File: src/rtl/jtag_host.sv
// JTAG host: runs one IR/DR scan per command from Run-Test/Idle back to Run-Test/Idle.
// Optional macro JTAG_HOST_TAP_RESET_EN adds a Test-Logic-Reset walk after rst releases.
module jtag_host #(
  parameter int MAX_BITS = 32,
  parameter int CLK_DIV  = 4
) (
  input  logic                            clk,
  input  logic                            rst,
  input  logic                            cmd_valid,
  output logic                            cmd_ready,
  input  logic                            cmd_is_ir,
  input  logic [$clog2(MAX_BITS+1)-1:0]   cmd_len,
  input  logic [MAX_BITS-1:0]             cmd_data,
  output logic                            rsp_valid,
  output logic [MAX_BITS-1:0]             rsp_data,
  output logic                            busy,
  output logic                            tck,
  output logic                            tms,
  output logic                            tdi,
  input  logic                            tdo
);
  localparam int LW = $clog2(MAX_BITS + 1);
  localparam int DW = (CLK_DIV > 1) ? $clog2(CLK_DIV) : 1;
  localparam logic [DW-1:0] DIV_LAST = DW'(CLK_DIV - 1);
  localparam logic [LW-1:0] MAX_LEN  = LW'(MAX_BITS);

  typedef enum logic [2:0] {IDLE, HDR, SHIFT, TRL, DONE, RST_SEQ} state_t;

  state_t              state_q, state_d;
  logic [LW-1:0]       cnt_q, cnt_d;
  logic [DW-1:0]       div_q, div_d;
  logic                ready_q, ready_d;
  logic                tck_q, tck_d;
  logic                tms_q, tms_d;
  logic                tdi_q, tdi_d;
  logic                ir_q, ir_d;
  logic [LW-1:0]       len_q, len_d;
  logic [MAX_BITS-1:0] data_q, data_d;
  logic [MAX_BITS-1:0] cap_q, cap_d;
  logic [MAX_BITS-1:0] rsp_q, rsp_d;

  logic          accept, active, phase_end, rise, pulse_end, pulse_start, tdi_bit;
  logic [LW-1:0] len_eff;

  always_comb begin
    len_eff   = (cmd_len > MAX_LEN) ? MAX_LEN : cmd_len;
    accept    = (state_q == IDLE) && ready_q && cmd_valid;
    active    = state_q inside {HDR, SHIFT, TRL, RST_SEQ};
    phase_end = active && (div_q == DIV_LAST);
    rise      = phase_end && !tck_q;
    pulse_end = phase_end && tck_q;
  end

  // State register
  always_ff @(posedge clk) begin
    if (rst) begin
      state_q <= IDLE;
      cnt_q   <= '0;
    end else begin
      state_q <= state_d;
      cnt_q   <= cnt_d;
    end
  end

  // Next state: every scan state advances only at the end of a tck high phase
  always_comb begin
    state_d = state_q;
    cnt_d   = cnt_q;
    unique case (state_q)
      IDLE: begin
        if (!ready_q) begin
`ifdef JTAG_HOST_TAP_RESET_EN
          state_d = RST_SEQ;
          cnt_d   = '0;
`endif
        end else if (cmd_valid) begin
          state_d = (len_eff == '0) ? DONE : HDR;
          cnt_d   = '0;
        end
      end
      HDR: if (pulse_end) begin
        if (cnt_q == (ir_q ? LW'(3) : LW'(2))) begin
          state_d = SHIFT;
          cnt_d   = '0;
        end else cnt_d = cnt_q + 1'b1;
      end
      SHIFT: if (pulse_end) begin
        if (cnt_q == len_q - 1'b1) begin
          state_d = TRL;
          cnt_d   = '0;
        end else cnt_d = cnt_q + 1'b1;
      end
      TRL: if (pulse_end) begin
        if (cnt_q == LW'(1)) state_d = DONE;
        else cnt_d = cnt_q + 1'b1;
      end
      RST_SEQ: if (pulse_end) begin
        if (cnt_q == LW'(5)) state_d = IDLE;
        else cnt_d = cnt_q + 1'b1;
      end
      DONE:    state_d = IDLE;
      default: state_d = IDLE;
    endcase
  end

  // Pin and datapath updates; tms/tdi for a pulse are set on the edge that opens its low phase
  always_comb begin
    ready_d = (state_d == IDLE);
    div_d   = div_q;
    tck_d   = tck_q;
    tms_d   = tms_q;
    tdi_d   = tdi_q;
    ir_d    = ir_q;
    len_d   = len_q;
    data_d  = data_q;
    cap_d   = cap_q;
    rsp_d   = rsp_q;
    pulse_start = ((state_q == IDLE) || pulse_end) && (state_d inside {HDR, SHIFT, TRL, RST_SEQ});
    tdi_bit = |(data_q & (MAX_BITS'(1) << cnt_d));

    if (accept) begin
      ir_d   = cmd_is_ir;
      len_d  = len_eff;
      data_d = cmd_data;
      cap_d  = '0;
      if (len_eff == '0) rsp_d = '0;
    end
    if (active) begin
      if (phase_end) begin
        div_d = '0;
        tck_d = ~tck_q;
      end else div_d = div_q + 1'b1;
    end else begin
      div_d = '0;
      tck_d = 1'b0;
    end
    if (rise && state_q == SHIFT) cap_d = cap_q | (MAX_BITS'(tdo) << cnt_q);
    if (state_q == TRL && state_d == DONE) rsp_d = cap_q;
    if (pulse_start) begin
      tdi_d = 1'b0;
      unique case (state_d)
        HDR:     tms_d = (cnt_d == '0) || (ir_d && cnt_d == LW'(1));
        SHIFT: begin
          tms_d = (cnt_d == len_q - 1'b1);
          tdi_d = tdi_bit;
        end
        TRL:     tms_d = (cnt_d == '0);
        RST_SEQ: tms_d = (cnt_d != LW'(5));
        default: tms_d = tms_q;
      endcase
    end
  end

  always_ff @(posedge clk) begin
    if (rst) begin
      ready_q <= 1'b0;
      div_q   <= '0;
      tck_q   <= 1'b0;
      tms_q   <= 1'b1;
      tdi_q   <= 1'b0;
      ir_q    <= 1'b0;
      len_q   <= '0;
      data_q  <= '0;
      cap_q   <= '0;
      rsp_q   <= '0;
    end else begin
      ready_q <= ready_d;
      div_q   <= div_d;
      tck_q   <= tck_d;
      tms_q   <= tms_d;
      tdi_q   <= tdi_d;
      ir_q    <= ir_d;
      len_q   <= len_d;
      data_q  <= data_d;
      cap_q   <= cap_d;
      rsp_q   <= rsp_d;
    end
  end

  // Outputs
  always_comb begin
    cmd_ready = ready_q;
    busy      = (state_q != IDLE);
    rsp_valid = (state_q == DONE);
    rsp_data  = rsp_q;
    tck       = tck_q;
    tms       = tms_q;
    tdi       = tdi_q;
  end
endmodule

File: config.mk
export PLATFORM = sky130hd
export DESIGN_NAME = jtag_host
export DESIGN_NICKNAME = d
export VERILOG_FILES = /design/src/rtl/jtag_host.sv
export SDC_FILE = /design/constraint.sdc
export NUM_CORES = 1
export LEC_CHECK = 0
export ABC_AREA = 1
export CAP_MARGIN = 20
export CORE_ASPECT_RATIO = 1.1
export CORE_MARGIN = 2
export CORE_UTILIZATION = 30
export CTS_CLUSTER_SIZE = 24
export DETAILED_ROUTE_END_ITERATION = 12
export HOLD_SLACK_MARGIN = 0.08
export SLEW_MARGIN = 5
export SYNTH_ARGS = -nofsm -noshare
export SYNTH_HDL_FRONTEND = slang
export SYNTH_SLANG_ARGS = --single-unit
File: constraint.sdc
create_clock -name clk -period 2.3 [get_ports clk]
set_input_delay 0.345 -clock clk [delete_from_list [all_inputs] [get_ports clk]]
set_output_delay 0.345 -clock clk [all_outputs]
set_load 0.005 [all_outputs]
==> impl_metrics.env, run 1 <==
export IMPL_reg2reg_to="tdi$_SDFFE_PP0P_"
export IMPL_floorplan_initialDensity=0.306
export IMPL_pwr_share_comb=0.091
export IMPL_wirelength_um=17000
export IMPL_seqPwrFrac=0.421
export IMPL_crit_path_end="tdi$_SDFFE_PP0P_"
export IMPL_power_density_nw_per_um2=609
export IMPL_dpl_hpwl_um=12200
export IMPL_grt_usage=0.173
export IMPL_place_area_um2=7640
export IMPL_design_area_um2=8340
export IMPL_reg2regPathDepth=19
export IMPL_final_antenna_net_count=0
export IMPL_rrSetupSlack_ps=-280
export IMPL_portBuffers=80
export IMPL_multi_input_area_um2=3220
export IMPL_leakage_nw=3.36
export IMPL_rsz0062_at_grt="true"
export IMPL_drt_iter0_markers=248
export IMPL_slowest_stage="dfxtp_1"
export IMPL_drv_slew=0
export IMPL_fin_util=0.437
export IMPL_gp_congestion=0.890
export IMPL_syn_inst=849
export IMPL_switching_share=0.259
export IMPL_clk_latency_ps=430
export IMPL_n_antenna_cell=0
export IMPL_drc=0
export IMPL_path_clk_slew_ps=60
export IMPL_routedWlPerCell_um=13.3
export IMPL_crit_fanout=5
export IMPL_ir_worst_vdd_uv=544
export IMPL_p_sw_mw=1.32
export IMPL_met1_length_um=7720
export IMPL_setup_ws_ps=-284
export IMPL_grt_overflow=0
export IMPL_syn_cell_area_um2=5840
export IMPL_fillCellCount=2023
export IMPL_endpoint_kind="flip-flop"
export IMPL_fp_dieW_um=137
export IMPL_cts_tree="done"
export IMPL_top_layer="met4"
export IMPL_num_nets_final=1061
export IMPL_routed_via_density=4.66
export IMPL_core_area_um2=19100
export IMPL_vias=5932
export IMPL_cts_sinks=118
export IMPL_fin_setup_tns_ps=-408
export IMPL_cts_buffers=17
export IMPL_final_layout_size_suffix_gt1_frac=0.220
export IMPL_path_class="reg2reg"
export IMPL_arrival_ps=2950
export IMPL_cts_hold_fix_buffers=0
export IMPL_row_count=53
export IMPL_grt_pass1_wl_um=28000
export IMPL_status="finished, violations left"
export IMPL_clock_path_buffers=2
export IMPL_grt_max_degree=56
export IMPL_final_common_cell="nand2_1"
export IMPL_grt_pass1_vias=5687
export IMPL_reg2reg_from="div_q[0]$_SDFF_PP0_"
export IMPL_start_kind="flip-flop"
export IMPL_hp_class="in2reg"
export IMPL_slowest_delay_ps=330
export IMPL_final_cell_mix="199 x nand2_1, 130 x nor2_1, 115 x dfxtp_1, 98 x buf_4"
export IMPL_skew_ps=9.03
export IMPL_relSlewSlack=0.620
export IMPL_failed_checks="negative setup slack"
export IMPL_synth_nets=896
export IMPL_area_delta_synth_final_pct=42.8
export IMPL_antenna_found_initial=0
export IMPL_dieArea_um2=20600
export IMPL_timing_worst_slew_pin_value_ps=571
export IMPL_io_pins=81
export IMPL_path_common_cell="nand2_1"
export IMPL_crit_start="div_q[0]$_SDFF_PP0_"
export IMPL_finalCritPeriodShare=1.12
export IMPL_synth_seq_area_share=0.404
export IMPL_finalHoldViolCount=0
export IMPL_wl_met3_um=637
export IMPL_wl_met2_um=8330
export IMPL_cap_violations=0
export IMPL_finalSetupViolations=2
export IMPL_max_freq_mhz=387
export IMPL_cts_root_buffer="clkbuf_16"
export IMPL_firstDrtPassIters=4
export IMPL_htreeDepth=4
export IMPL_path_cells="ha_1 > inv_2 > nor3_4 > nand2_2 > nand2_1 > nand3_1 > a21oi_2 > nand2_2 > nand2_4 > nand2_4 > nor2_4 > nand2_1 > nor2_1 > nor2_1 > nand3_1 > nand2_1 > nand3_1 > nand2_1 > a21oi_2"
export IMPL_fin_crit_ps=2580
export IMPL_pwr_share_clk=0.488
export IMPL_cp_required_ps=2670
export IMPL_die_y_um=150
export IMPL_avgSynthCellArea_um2=6.88
export IMPL_seq_area_um2=2370
export IMPL_yosys_warnings=0
export IMPL_internal_power_mw=3.77
export IMPL_ys_seq_elements=118
export IMPL_yosysUniqueCellTypes=39
[critical path, delay by kind of cell (launching register included)]
kind | cells | cell delay [ps]
AO/OA/AOI/OAI | 2 | 290
adder cells (fa/ha/maj) | 1 | 200
flip-flops | 1 | 330
buffers and inverters | 1 | 80
AND/OR/NAND/NOR | 15 | 1610
[routing by layer]
| layer | global-route usage | vias to the layer above |
|---|---|---|
| li1 | - | 3115 |
| met5 | 0 | - |
| met4 | 0.0546 | 0 |
| met3 | 0.0384 | 22 |
| met1 | 0.213 | 2674 |
| met2 | 0.298 | 121 |
[per-stage QoR]
| step | power, mW | worst slack, ps | std cells | hold WS (ps) |
|---|---|---|---|---|
| floorplan | 2.41 | 7.70 | 849 | 397 |
| global placement | 2.64 | -296 | 1240 | 406 |
| detailed placement | 2.64 | -295 | 1240 | 415 |
| CTS | 5.13 | -241 | 1273 | 292 |
| global route | 5.28 | -495 | 1274 | 311 |
| finish | 5.08 | -284 | 1274 | 309 |
[registers in the layout, summed over array words and instances (netlist names)]
| signal | count |
|---|---|
| cmd_ready | 1 |
| tdi | 1 |
| len_q | 6 |
| div_q | 2 |
| data_q | 32 |
| cap_q | 32 |
| rsp_data | 32 |
| cnt_q | 6 |
| tms | 1 |
| ir_q | 1 |
| state_q | 3 |
| tck | 1 |
[cells by family after synthesis]
kind of cell,after synthesis,synth area share
and+or+nand+nor,438,0.328
AOI/OAI and AO/OA,181,0.176
DFF,118,0.404
buffers and inverters,100,0.0702
xor gates and xnor gates,7,0.0105
adders and majority gates,4,0.00857
muxes,1,0.00171
[cells in the mapped netlist]
cell	n	area (um2)
a21boi_4	1	18.8
dfxtp_1	118	2360
nand2_1	201	754
xor2_1	5	43.8
o21ai_1	6	30.0
buf_6	3	33.8
a32oi_1	1	8.76
ha_1	4	50.1
o22ai_1	3	18.8
nor2_4	6	67.6
buf_4	3	22.5
nand2_2	11	68.8
nor2_2	9	56.3
o211ai_2	2	25.0
o21ai_0	57	285
clkinv_1	1	3.75
nor3_1	7	35.0
a31oi_1	1	6.26
a21oi_1	81	405
buf_1	3	11.3
buf_2	1	5.00
o221ai_1	2	17.5
inv_2	12	45.0
nand2_4	6	67.6
nor2_1	135	507
a21oi_2	6	52.6
inv_1	47	176
nand3_1	40	200
xnor2_1	2	17.5
o21ai_2	4	35.0
nand4_1	20	125
a22oi_1	1	7.51
nand3_2	1	10.0
nor3_2	1	10.0
nor3_4	1	16.3
clkbuf_1	30	113
a211oi_1	15	113
mux2i_1	1	10.0
o21bai_1	1	7.51
[power by group through the flow]
stage / Clock (mW) / Combinational [mW] / Sequential, mW
after floorplan: 0 / 0.235 / 2.17
after global placement: 0 / 0.454 / 2.18
after detailed placement: 0 / 0.455 / 2.18
after CTS: 2.52 / 0.469 / 2.14
after global routing: 2.62 / 0.517 / 2.14
final: 2.48 / 0.465 / 2.14
[area by class of cell]
class,instances,area share
Sequential cell,118,0.284
Timing Repair Buffer,186,0.200
Inverter,60,0.0273
Clock buffer,20,0.0547
Multi-Input combinational cell,631,0.386
Clock inverter,12,0.0115
Tap cell,247,0.0370
[timing repair]
item,CTS,global route
gates resized for setup,28,3
setup buffers,2,1
pin swaps,10,2
hold endpoints to repair,0,0
setup endpoints to repair,2,3
[worst min-delay path by stage]
| stage | startpoint | to | slack, ps | cells after the start |
|---|---|---|---|---|
| CTS | rst | cnt_q[0]$_SDFF_PP0_ | 290 | 2 |
| floorplan | div_q[0]$_SDFF_PP0_ | div_q[0]$_SDFF_PP0_ | 400 | 1 |
| detailed placement | div_q[0]$_SDFF_PP0_ | div_q[0]$_SDFF_PP0_ | 410 | 1 |
| global placement | div_q[0]$_SDFF_PP0_ | div_q[0]$_SDFF_PP0_ | 410 | 1 |
| global route | rst | tdi$_SDFFE_PP0P_ | 310 | 2 |
| finish | rst | tdi$_SDFFE_PP0P_ | 310 | 2 |
No activity file was read; power rests on OpenSTA's default activity.
==> inputs of run 2 (changes only) <==
--- a/config.mk
+++ b/config.mk
@@ -5,7 +5,6 @@
 export SDC_FILE = /design/constraint.sdc
 export NUM_CORES = 1
 export LEC_CHECK = 0
-export ABC_AREA = 1
 export CAP_MARGIN = 20
 export CORE_ASPECT_RATIO = 1.1
 export CORE_MARGIN = 2
==> impl_metrics.env, run 2 <==
export IMPL_finalPower_mw=5.29
export IMPL_fin_crit_ps=3030
export IMPL_skew_ps=14.1
export IMPL_cts_root_buffer="clkbuf_16"
export IMPL_final_cell_mix="115 x buf_4, 111 x dfxtp_1, 98 x nor2_1, 84 x nand2_1, 79 x clkdlybuf4s50_1"
export IMPL_finalCritPeriodShare=1.32
export IMPL_avgSynthCellArea_um2=8.35
export IMPL_floorplan_initialDensity=0.308
export IMPL_syn_inst=654
export IMPL_crit_fanout=4
export IMPL_grt_max_degree=76
export IMPL_path_delay_family="compound AO/OA/AOI/OAI gates"
export IMPL_firstDrtPassIters=7
export IMPL_cts_sinks=118
export IMPL_grt_pass1_wl_um=26000
export IMPL_path_depth=14
export IMPL_drv_slew=0
export IMPL_gp_congestion=0.915
export IMPL_finalSetupViolations=37
export IMPL_fin_util=0.481
export IMPL_slowest_stage="dfxtp_2"
export IMPL_final_antenna_net_count=0
export IMPL_yosysUniqueCellTypes=75
export IMPL_htreeDepth=4
export IMPL_ir_worst_vdd_uv=514
export IMPL_drt_iter0_markers=267
export IMPL_cts_buffers=17
export IMPL_synth_area_leader_cell="dfxtp_1"
export IMPL_path_clk_slew_ps=60
export IMPL_cts_tree="done"
export IMPL_antenna_found_initial=0
export IMPL_ys_seq_elements=118
export IMPL_synthArstFlopShare=0
export IMPL_row_count=51
export IMPL_io_pins=81
export IMPL_clock_path_buffers=2
export IMPL_portBuffers=80
export IMPL_setup_ws_ps=-725
export IMPL_path_class="reg2reg"
export IMPL_relSlewSlack=0.612
export IMPL_n_antenna_cell=0
export IMPL_path_cells="inv_2 > ha_4 > nor3b_4 > xnor3_1 > nand4_1 > buf_4 > o31a_1 > nor3_2 > o21a_2 > mux2_4 > a221o_1 > a31oi_1 > o41ai_1 > a21o_1"
export IMPL_design_area_um2=8540
export IMPL_final_layout_size_suffix_gt1_frac=0.311
export IMPL_dpl_hpwl_um=11400
export IMPL_timing_worst_slew_pin_value_ps=578
export IMPL_yosys_warnings=0
export IMPL_synth_top_area_share=0.433
export IMPL_place_area_um2=7380
export IMPL_grt_usage=0.167
export IMPL_fp_dieW_um=133
export IMPL_wirelength_um=16700
export IMPL_synth_edff_count=0
export IMPL_area_delta_synth_final_pct=56.4
export IMPL_vias=5452
export IMPL_yosysMostFrequentCell="dfxtp_1"
export IMPL_clk_latency_ps=430
export IMPL_slowest_delay_ps=350
export IMPL_routed_via_density=4.97
export IMPL_whs_path_depth=2
export IMPL_finalHoldViolCount=0
export IMPL_final_common_cell="buf_4"
export IMPL_reg2regPathDepth=14
export IMPL_synth_seq_area_share=0.433
export IMPL_drc=0
export IMPL_fin_setup_tns_ps=-11920
export IMPL_max_freq_mhz=331
export IMPL_arrival_ps=3330
export IMPL_synth_nets=701
export IMPL_fillCellCount=1713
export IMPL_ys_flop_type="dfxtp_1"
export IMPL_power_density_nw_per_um2=619
export IMPL_leakage_nw=3.17
export IMPL_endpoint_kind="flip-flop"
export IMPL_cp_required_ps=2610
export IMPL_hp_class="in2reg"
export IMPL_dieArea_um2=19300
export IMPL_die_y_um=145
export IMPL_routedWlPerCell_um=15.3
export IMPL_cts_hold_fix_buffers=0
export IMPL_grt_overflow=0
export IMPL_grt_pass1_vias=5254
export IMPL_rsz0062_at_grt="true"
export IMPL_yosys_top_cells_count="118 x dfxtp_1, 102 x nor2_1, 89 x nand2_1, 62 x a22oi_1, 52 x a21oi_1"
export IMPL_core_area_um2=17700
export IMPL_synth_area_top_cells="dfxtp_1 43%, a22oi_1 8.5%, nor2_1 7.0%, nand2_1 6.1%, a21oi_1 4.8%"
export IMPL_critical_path_buf_inv_count=2
export IMPL_start_kind="flip-flop"
export IMPL_cap_violations=0
export IMPL_num_nets_final=892
export IMPL_failed_checks="negative setup slack"
export IMPL_status="finished, violations left"
export IMPL_whs_ps=390
export IMPL_syn_cell_area_um2=5460
==> run 2: cell types whose count changed after synthesis, moves of 29 or more <==
cell     previous run  this run
nor2_1            135       102
nand2_1           201        89
a22oi_1             1        62
o21ai_0            57         9
inv_1              47         8
a21oi_1            81        52
==> run 2: cells by family after synthesis <==
logic type,after synthesis,synth area share
flip-flops,118,0.433
adder cells (fa/ha/maj),4,0.00917
buffers and inverters,56,0.0452
AO/OA/AOI/OAI,169,0.222
AND/OR/NAND/NOR,274,0.232
XOR/XNOR,21,0.0362
multiplexers,12,0.0225
==> run 2: per-layer routing <==
metal	wire length, um	vias up	GRT usage
met5	0	-	0
met4	663	0	0.0876
met3	661	36	0.0408
met2	8360	157	0.287
met1	7030	2552	0.192
li1	-	2707	-
==> run 2: worst paths after layout <==
check                         from                         to  slack [ps]
min reg2reg    div_q[0]$_SDFF_PP0_        div_q[0]$_SDFF_PP0_         410
min                            rst  rsp_data[14]$_SDFFE_PP0P_         390
max          len_q[0]$_SDFFE_PP0P_           tdi$_SDFFE_PP0P_        -730
max reg2reg  len_q[0]$_SDFFE_PP0P_           tdi$_SDFFE_PP0P_        -730
==> run 2: timing repair <==
| item | in CTS | in global routing |
|---|---|---|
| setup endpoints to repair | 4 | 44 |
| resized for setup | 36 | 48 |
| setup buffers | 19 | 4 |
| cloned | 0 | 3 |
| pin swaps | 19 | 13 |
==> run 2: cell type report <==
cell class | count | area [um2] | area share
Multi-Input combinational cell | 480 | 3230 | 0.378
Sequential cell | 118 | 2370 | 0.278
Timing Repair Buffer | 220 | 2040 | 0.238
Clock buffer | 20 | 447 | 0.0523
Tap cell | 238 | 298 | 0.0349
Clock inverter | 12 | 128 | 0.0149
Inverter | 8 | 32.5 | 0.00381
==> run 2: where the power goes <==
| part | internal (mW) | switching (mW) |
|---|---|---|
| combinational | 0.304 | 0.311 |
| clock | 1.62 | 0.944 |
| sequential | 2.09 | 0.0241 |
==> run 2: stage by stage <==
step                      worst slack [ps]  cells
after floorplan                       -568    654
after global placement                -648   1040
after detailed placement              -713   1040
after CTS                             -683   1089
after global routing                  -892   1096
final                                 -725   1096
==> inputs of run 3 (changes only) <==
--- a/config.mk
+++ b/config.mk
@@ -9,6 +9,7 @@
 export CORE_ASPECT_RATIO = 1.1
 export CORE_MARGIN = 2
 export CORE_UTILIZATION = 30
+export CTS_BUF_LIST = sky130_fd_sc_hd__clkbuf_16
 export CTS_CLUSTER_SIZE = 24
 export DETAILED_ROUTE_END_ITERATION = 12
 export HOLD_SLACK_MARGIN = 0.08
==> impl_metrics.env, run 3 (synthesis results as in run 2) <==
export IMPL_skew_ps=6.94
export IMPL_floorplan_initialDensity=0.308
export IMPL_wl_met2_um=8320
export IMPL_routed_via_density=4.97
export IMPL_fp_dieW_um=133
export IMPL_reg2reg_from="len_q[0]$_SDFFE_PP0P_"
export IMPL_cts_hold_fix_buffers=0
export IMPL_final_layout_size_suffix_gt1_frac=0.310
export IMPL_whs_path_depth=2
export IMPL_setup_ws_ps=-721
export IMPL_n_antenna_cell=0
export IMPL_io_pins=81
export IMPL_path_clk_slew_ps=50
export IMPL_fin_crit_ps=3020
export IMPL_top_layer="met4"
export IMPL_clk_latency_ps=420
export IMPL_timing_worst_slew_pin_value_ps=546
export IMPL_drt_iter0_markers=290
export IMPL_dp_cells=1040
export IMPL_hold_start="rst"
export IMPL_final_common_cell="buf_4"
export IMPL_dpl_hpwl_um=11400
export IMPL_arrival_ps=3330
export IMPL_endpoint_kind="flip-flop"
export IMPL_wirelength_um=16700
export IMPL_row_count=51
export IMPL_cts_tree="done"
export IMPL_max_freq_mhz=331
export IMPL_grt_pass1_vias=5243
export IMPL_num_nets_final=892
export IMPL_routedWlPerCell_um=15.2
export IMPL_die_y_um=145
export IMPL_grt_overflow=0
export IMPL_reg2regPathDepth=14
export IMPL_final_cell_mix="115 x buf_4, 111 x dfxtp_1, 98 x nor2_1, 84 x nand2_1, 79 x clkdlybuf4s50_1"
export IMPL_clock_path_buffers=2
export IMPL_htreeDepth=4
export IMPL_finalHoldViolCount=0
export IMPL_crit_path_end="tdi$_SDFFE_PP0P_"
export IMPL_area_delta_synth_final_pct=56.2
export IMPL_vias=5445
export IMPL_firstDrtPassIters=5
export IMPL_power_density_nw_per_um2=615
export IMPL_cts_buffers=17
export IMPL_portBuffers=80
export IMPL_cap_violations=0
export IMPL_gp_congestion=0.915
export IMPL_grt_usage=0.167
export IMPL_failed_checks="negative setup slack"
export IMPL_cp_required_ps=2610
export IMPL_finalCritPeriodShare=1.31
export IMPL_crit_fanout=4
export IMPL_met1_length_um=7010
export IMPL_fin_util=0.481
export IMPL_final_cells=1096
export IMPL_grt_max_degree=76
export IMPL_drc=0
export IMPL_final_antenna_net_count=0
export IMPL_crit_start="len_q[0]$_SDFFE_PP0P_"
export IMPL_ir_worst_vdd_uv=511
export IMPL_antenna_found_initial=0
export IMPL_cts_sinks=118
export IMPL_relSlewSlack=0.633
export IMPL_leakage_nw=3.18
export IMPL_finalSetupViolations=37
export IMPL_cts_root_buffer="clkbuf_16"
export IMPL_drv_slew=0
export IMPL_rsz0062_at_grt="true"
export IMPL_wl_met3_um=679
export IMPL_status="finished, violations left"
export IMPL_path_class="reg2reg"
export IMPL_rrSetupSlack_ps=-720
export IMPL_hp_class="in2reg"
export IMPL_start_kind="flip-flop"
export IMPL_core_area_um2=17700
export IMPL_reg2reg_to="tdi$_SDFFE_PP0P_"
export IMPL_grt_pass1_wl_um=26000
export IMPL_dieArea_um2=19300
## run 3: cell types whose count changed in the layout (fill, tap and decap cells not counted)
| cell | delta |
|---|---|
| clkbuf_8 | -1 |
| inv_1 | +2 |
| clkbuf_1 | -2 |
| clkinv_1 | +1 |
## run 3: worst min-delay path by stage
stage / endpoint / slack [ps]
final: state_q[1]$_SDFF_PP0_ / 390
after detailed placement: div_q[0]$_SDFF_PP0_ / 430
after floorplan: div_q[0]$_SDFF_PP0_ / 410
after CTS: state_q[1]$_SDFF_PP0_ / 370
after global placement: div_q[0]$_SDFF_PP0_ / 420
after global routing: rsp_data[14]$_SDFFE_PP0P_ / 400
## run 3: metal layers
metal,global-route usage,vias to the layer above
met1,0.193,2550
li1,-,2705
met2,0.286,153
met4,0.0876,0
met3,0.0408,37
met5,0,-
## run 3: power by group
part / internal, mW / total (mW) / switching [mW]
Clock: 1.57 / 2.52 / 0.945
Combinational: 0.304 / 0.616 / 0.312
Sequential: 2.09 / 2.11 / 0.0242
## run 3: through the flow
stage,cell area [um2],worst slack [ps],TNS (ps),power [mW],hold slack (ps)
after global placement,7380,-648,-1440,2.73,424
after CTS,8220,-683,-10770,5.27,369
final,8530,-721,-11940,5.25,392
after floorplan,5520,-568,-1130,2.44,408
after global routing,8530,-892,-16270,5.44,404
after detailed placement,7380,-713,-1620,2.73,427
## run 3: cell type report
cell class	instances	area, um2
Timing Repair Buffer	220	2040
Sequential cell	118	2370
Clock inverter	15	139
Clock buffer	17	425
Tap cell	238	298
Multi-Input combinational cell	480	3230
Fill cell	1718	9210
Inverter	8	32.5
## run 3: what timing repair did
| item | in CTS | in global routing |
|---|---|---|
| cloned | 0 | 3 |
| buffers inserted | 19 | 4 |
| setup endpoints to repair | 4 | 44 |
| gates resized for setup | 36 | 48 |
| pin swaps | 19 | 13 |
## run 3: critical path, cell delays in order, from the launching register on
cell	delay, ps
dfxtp_2	350
inv_2	60
ha_4	160
nor3b_4	150
xnor3_1	210
nand4_1	160
buf_4	190
o31a_1	260
nor3_2	180
o21a_2	220
mux2_4	310
a221o_1	290
a31oi_1	130
o41ai_1	90
a21o_1	150
==> edit 1, RTL diff (settings of run 1) <==
Make the reset (`rst`) asynchronous in 2 clocked blocks.
--- a/src/rtl/jtag_host.sv
+++ b/src/rtl/jtag_host.sv
@@ -54,3 +54,3 @@
   // State register
-  always_ff @(posedge clk) begin
+  always_ff @(posedge clk or posedge rst) begin
     if (rst) begin
@@ -153,3 +153,3 @@
 
-  always_ff @(posedge clk) begin
+  always_ff @(posedge clk or posedge rst) begin
     if (rst) begin
Formal check against the unedited RTL: differs if rst is asserted again (counterexample within 4 cycles, from zero or initial values and one cycle with rst high); with rst held inactive, the same outputs for 10 cycles.
==> edit 1 against run 1 <==
  * The run still ends with setup timing left
  * Worst setup slack got worse by 0.0025 ns
  * Routed wire length rose by 1.6%
  * Count of clock-buffer cells in the layout fell by 2
  * First-iteration DRC count fell by 5.2%
  * Die area rose by 5.4%
  * Synthesized area rose by 5.6%
  * Clock skew rose by 0.0015 ns
  * Sequential cell count did not move
  * Synthesized cell count fell by 3.4%
  * Final cell count barely moved
  * Final area rose by 4.6%
Power is not compared: it rests on default switching activity, and its combinational part moved more than twofold at a synthesized area within 25%.
==> edit 1: results (changes against run 1) <==
[layout]
drive_above_1_share_pct = 19.6  ; was 22.0%
multi_input_area_share_pct = 31.5  ; was 38.6%
inv_count = 102  ; was 60
buffer_area_share_pct = 19.6  ; was 20.0%
stdcell_count = 1275  ; was 1274
clkbuf_count = 18  ; was 20
nets = 1053  ; was 1061
buffers_excl_clock = 196  ; was 186

[worst_setup_path]
timing.rr.end = tdi  ; unchanged
slowest_delay_ns = 0.38  ; was 0.33 ns
crit_slowest_cell = dfrtp_1  ; was dfxtp_1
cp_max_fo = 9  ; was 5

[yosys]
synth_common_cells = nand2_1, dfrtp_1, nand3_1  ; was nand2_1, nor2_1, dfxtp_1
syn_inst = 820  ; was 849
netlist_top_cells_area = dfrtp_1, nand2_1, nand3_1  ; was dfxtp_1, nand2_1, nor2_1

[sta]
setup_violations = 2  ; unchanged
layout_setup_ws_ns = -0.287  ; was -0.284 ns
finClkSkew_ns = 0.0106  ; was 0.00903 ns

[detailed_routing]
wl_met2_um = 8860  ; was 8330 µm
drt_iter0_markers = 235  ; was 248

[status]
status = finished with violations  ; unchanged
violations = setup timing  ; unchanged

[global_routing]
grt_use_total_pct = 16.7  ; was 17.3%
grt_pass1_wl_um = 28600  ; was 28000 µm
grt_pass1_vias = 5894  ; was 5687

[placed_design]
place_area_um2 = 8090  ; was 7640 µm²

edit 1: cell types whose count changed after synthesis, sizes merged, moves of 14 or more:
cell,run 1,this run
dfxtp,118,0
dfrtp,0,117
nor2,150,73
a21oi,87,31
nand3,41,95
inv,59,102
nand2,218,253
a211oi,15,0
nand4,20,6
edit 1: cells by family after synthesis:
family | share of synthesized area, %
xor gates and xnor gates | 0.568
DFF | 47.9
buffers and inverters | 8.25
adders and majority gates | 0.811
and+or+nand+nor | 31.5
AOI/OAI and AO/OA | 11.0
edit 1: worst max-delay path by stage:
stage | start | endpoint | slack [ns] | cells after the start
6_report | len_q[1] | tdi | -0.29 | 25
5_1_grt | len_q[1] | tdi | -0.57 | 25
4_1_cts | len_q[1] | tdi | -0.31 | 25
3_5_place_dp | len_q[1] | tms | -0.38 | 20
3_3_place_gp | len_q[1] | tms | -0.37 | 20
2_1_floorplan | len_q[0] | tdi | -0.08 | 24
==> edit 2, RTL diff (settings of run 1) <==
Made on the original files. Build with the macro `JTAG_HOST_TAP_RESET_EN` defined.
--- a/src/rtl/jtag_host.sv
+++ b/src/rtl/jtag_host.sv
@@ -2,2 +2,4 @@
 // Optional macro JTAG_HOST_TAP_RESET_EN adds a Test-Logic-Reset walk after rst releases.
+`define JTAG_HOST_TAP_RESET_EN
+
 module jtag_host #(
Function: changed (Yosys sat finds a counterexample within 4 cycles, from zero or initial values and one cycle with rst high).
==> edit 2 against run 1 <==
  * The run still ends with setup timing left
  * Sequential cell count did not move
  * Synthesized area decreased by 0.62%
  * Routed wire length increased by 13%
  * Worst setup slack lost 0.085 ns
  * Die area down 0.60%
  * Count of clock-buffer cells in the layout fell by 1
  * Final area increased by 6.3%
  * Synthesized cell count rose by 2.4%
Power is not compared: it rests on default switching activity, and its combinational part moved more than twofold at a synthesized area within 25%.
==> edit 2: results (changes against run 1) <==
[status]
status = finished with violations  ; unchanged
violations = setup timing  ; unchanged

[global_routing]
grt_use_total_pct = 19.2  ; was 17.3%
grtUsageMet1_pct = 22.1  ; was 21.3%
grt_pass1_wl_um = 30600  ; was 28000 µm
grt_pass1_vias = 6155  ; was 5687
use_met2_pct = 34.6  ; was 29.8%

[layout]
multi_input_comb_cells = 652  ; was 631
inv_count = 56  ; was 60
clock_area_share_pct = 7.02  ; was 6.63%
stdcell_count = 1322  ; was 1274
buffer_area_share_pct = 22.0  ; was 20.0%
drive_above_1_share_pct = 26.7  ; was 22.0%
n_fill_cell = 1903  ; was 2023
clkbuf_count = 19  ; was 20
buffers_excl_clock = 217  ; was 186
ff_latch_area_um2 = 2370  ; about the same
multi_input_area_share_pct = 38.3  ; was 38.6%

[yosys]
syn_area_per_cell_um2 = 6.68  ; was 6.88 µm²
synth.area.mux_share_pct = 0  ; was 0.171%
seq_area_frac_synth_pct = 40.7  ; was 40.4%
synth_xor_area_share_pct = 0.452  ; was 1.05%
synth_compound_gate_area_share_pct = 18.8  ; was 17.6%
netlist_top_cells_area = dfxtp_1, nand2_1, nor2_1  ; unchanged

[cts]
post-cts-setup-buffer-count = 19  ; was 2
ctsResizeCount = 80  ; was 28

[placed_design]
place_ws_ns = -0.690  ; was -0.295 ns
dpl.hpwl_um = 13100  ; was 12200 µm
place_area_um2 = 7660  ; was 7640 µm²

[sta]
setup_violations = 35  ; was 2
layout_setup_ws_ns = -0.369  ; was -0.284 ns
finClkSkew_ns = 0.00887  ; was 0.00903 ns
setup_tns_ns = -5.32  ; was -0.408 ns

[detailed_routing]
wl_met3_um = 634  ; was 637 µm
wirelength_um = 19100  ; was 17000 µm
wl_met2_um = 9830  ; was 8330 µm
wl_met1_um = 8200  ; was 7720 µm
vias = 6310  ; was 5932

[worst_setup_path]
crit_arrival_ns = 3.03  ; was 2.95 ns
cp_max_fo = 7  ; was 5

## edit 2: changes by cell type after synthesis, moves of 4 or more
cell / before / now
nor2_4: 6 / 2
nand4_1: 20 / 15
o21ai_0: 57 / 91
a21oi_1: 81 / 77
nor2_1: 135 / 158
nor2_2: 9 / 2
a21oi_2: 6 / 2
## edit 2: path summary, 6_finish.rpt
| path | startpoint | endpoint | slack [ns] | cells past startpoint |
|---|---|---|---|---|
| worst min-delay path | rst | rsp_data[7] | 0.42 | 3 |
| worst max register to register | len_q[2] | tms | -0.37 | 18 |
| worst max-delay path | len_q[2] | tms | -0.37 | 18 |
| worst min register to register | div_q[0] | div_q[0] | 0.42 | 1 |
## edit 2: power groups by stage
stage	Clock (W)	Combinational (W)	Sequential (W)
floorplan	0	0.00118	0.00229
global placement	0	0.00224	0.00230
detailed placement	0	0.00225	0.00230
CTS	0.00283	0.00319	0.00226
global route	0.00292	0.00340	0.00228
finish	0.00279	0.00314	0.00226
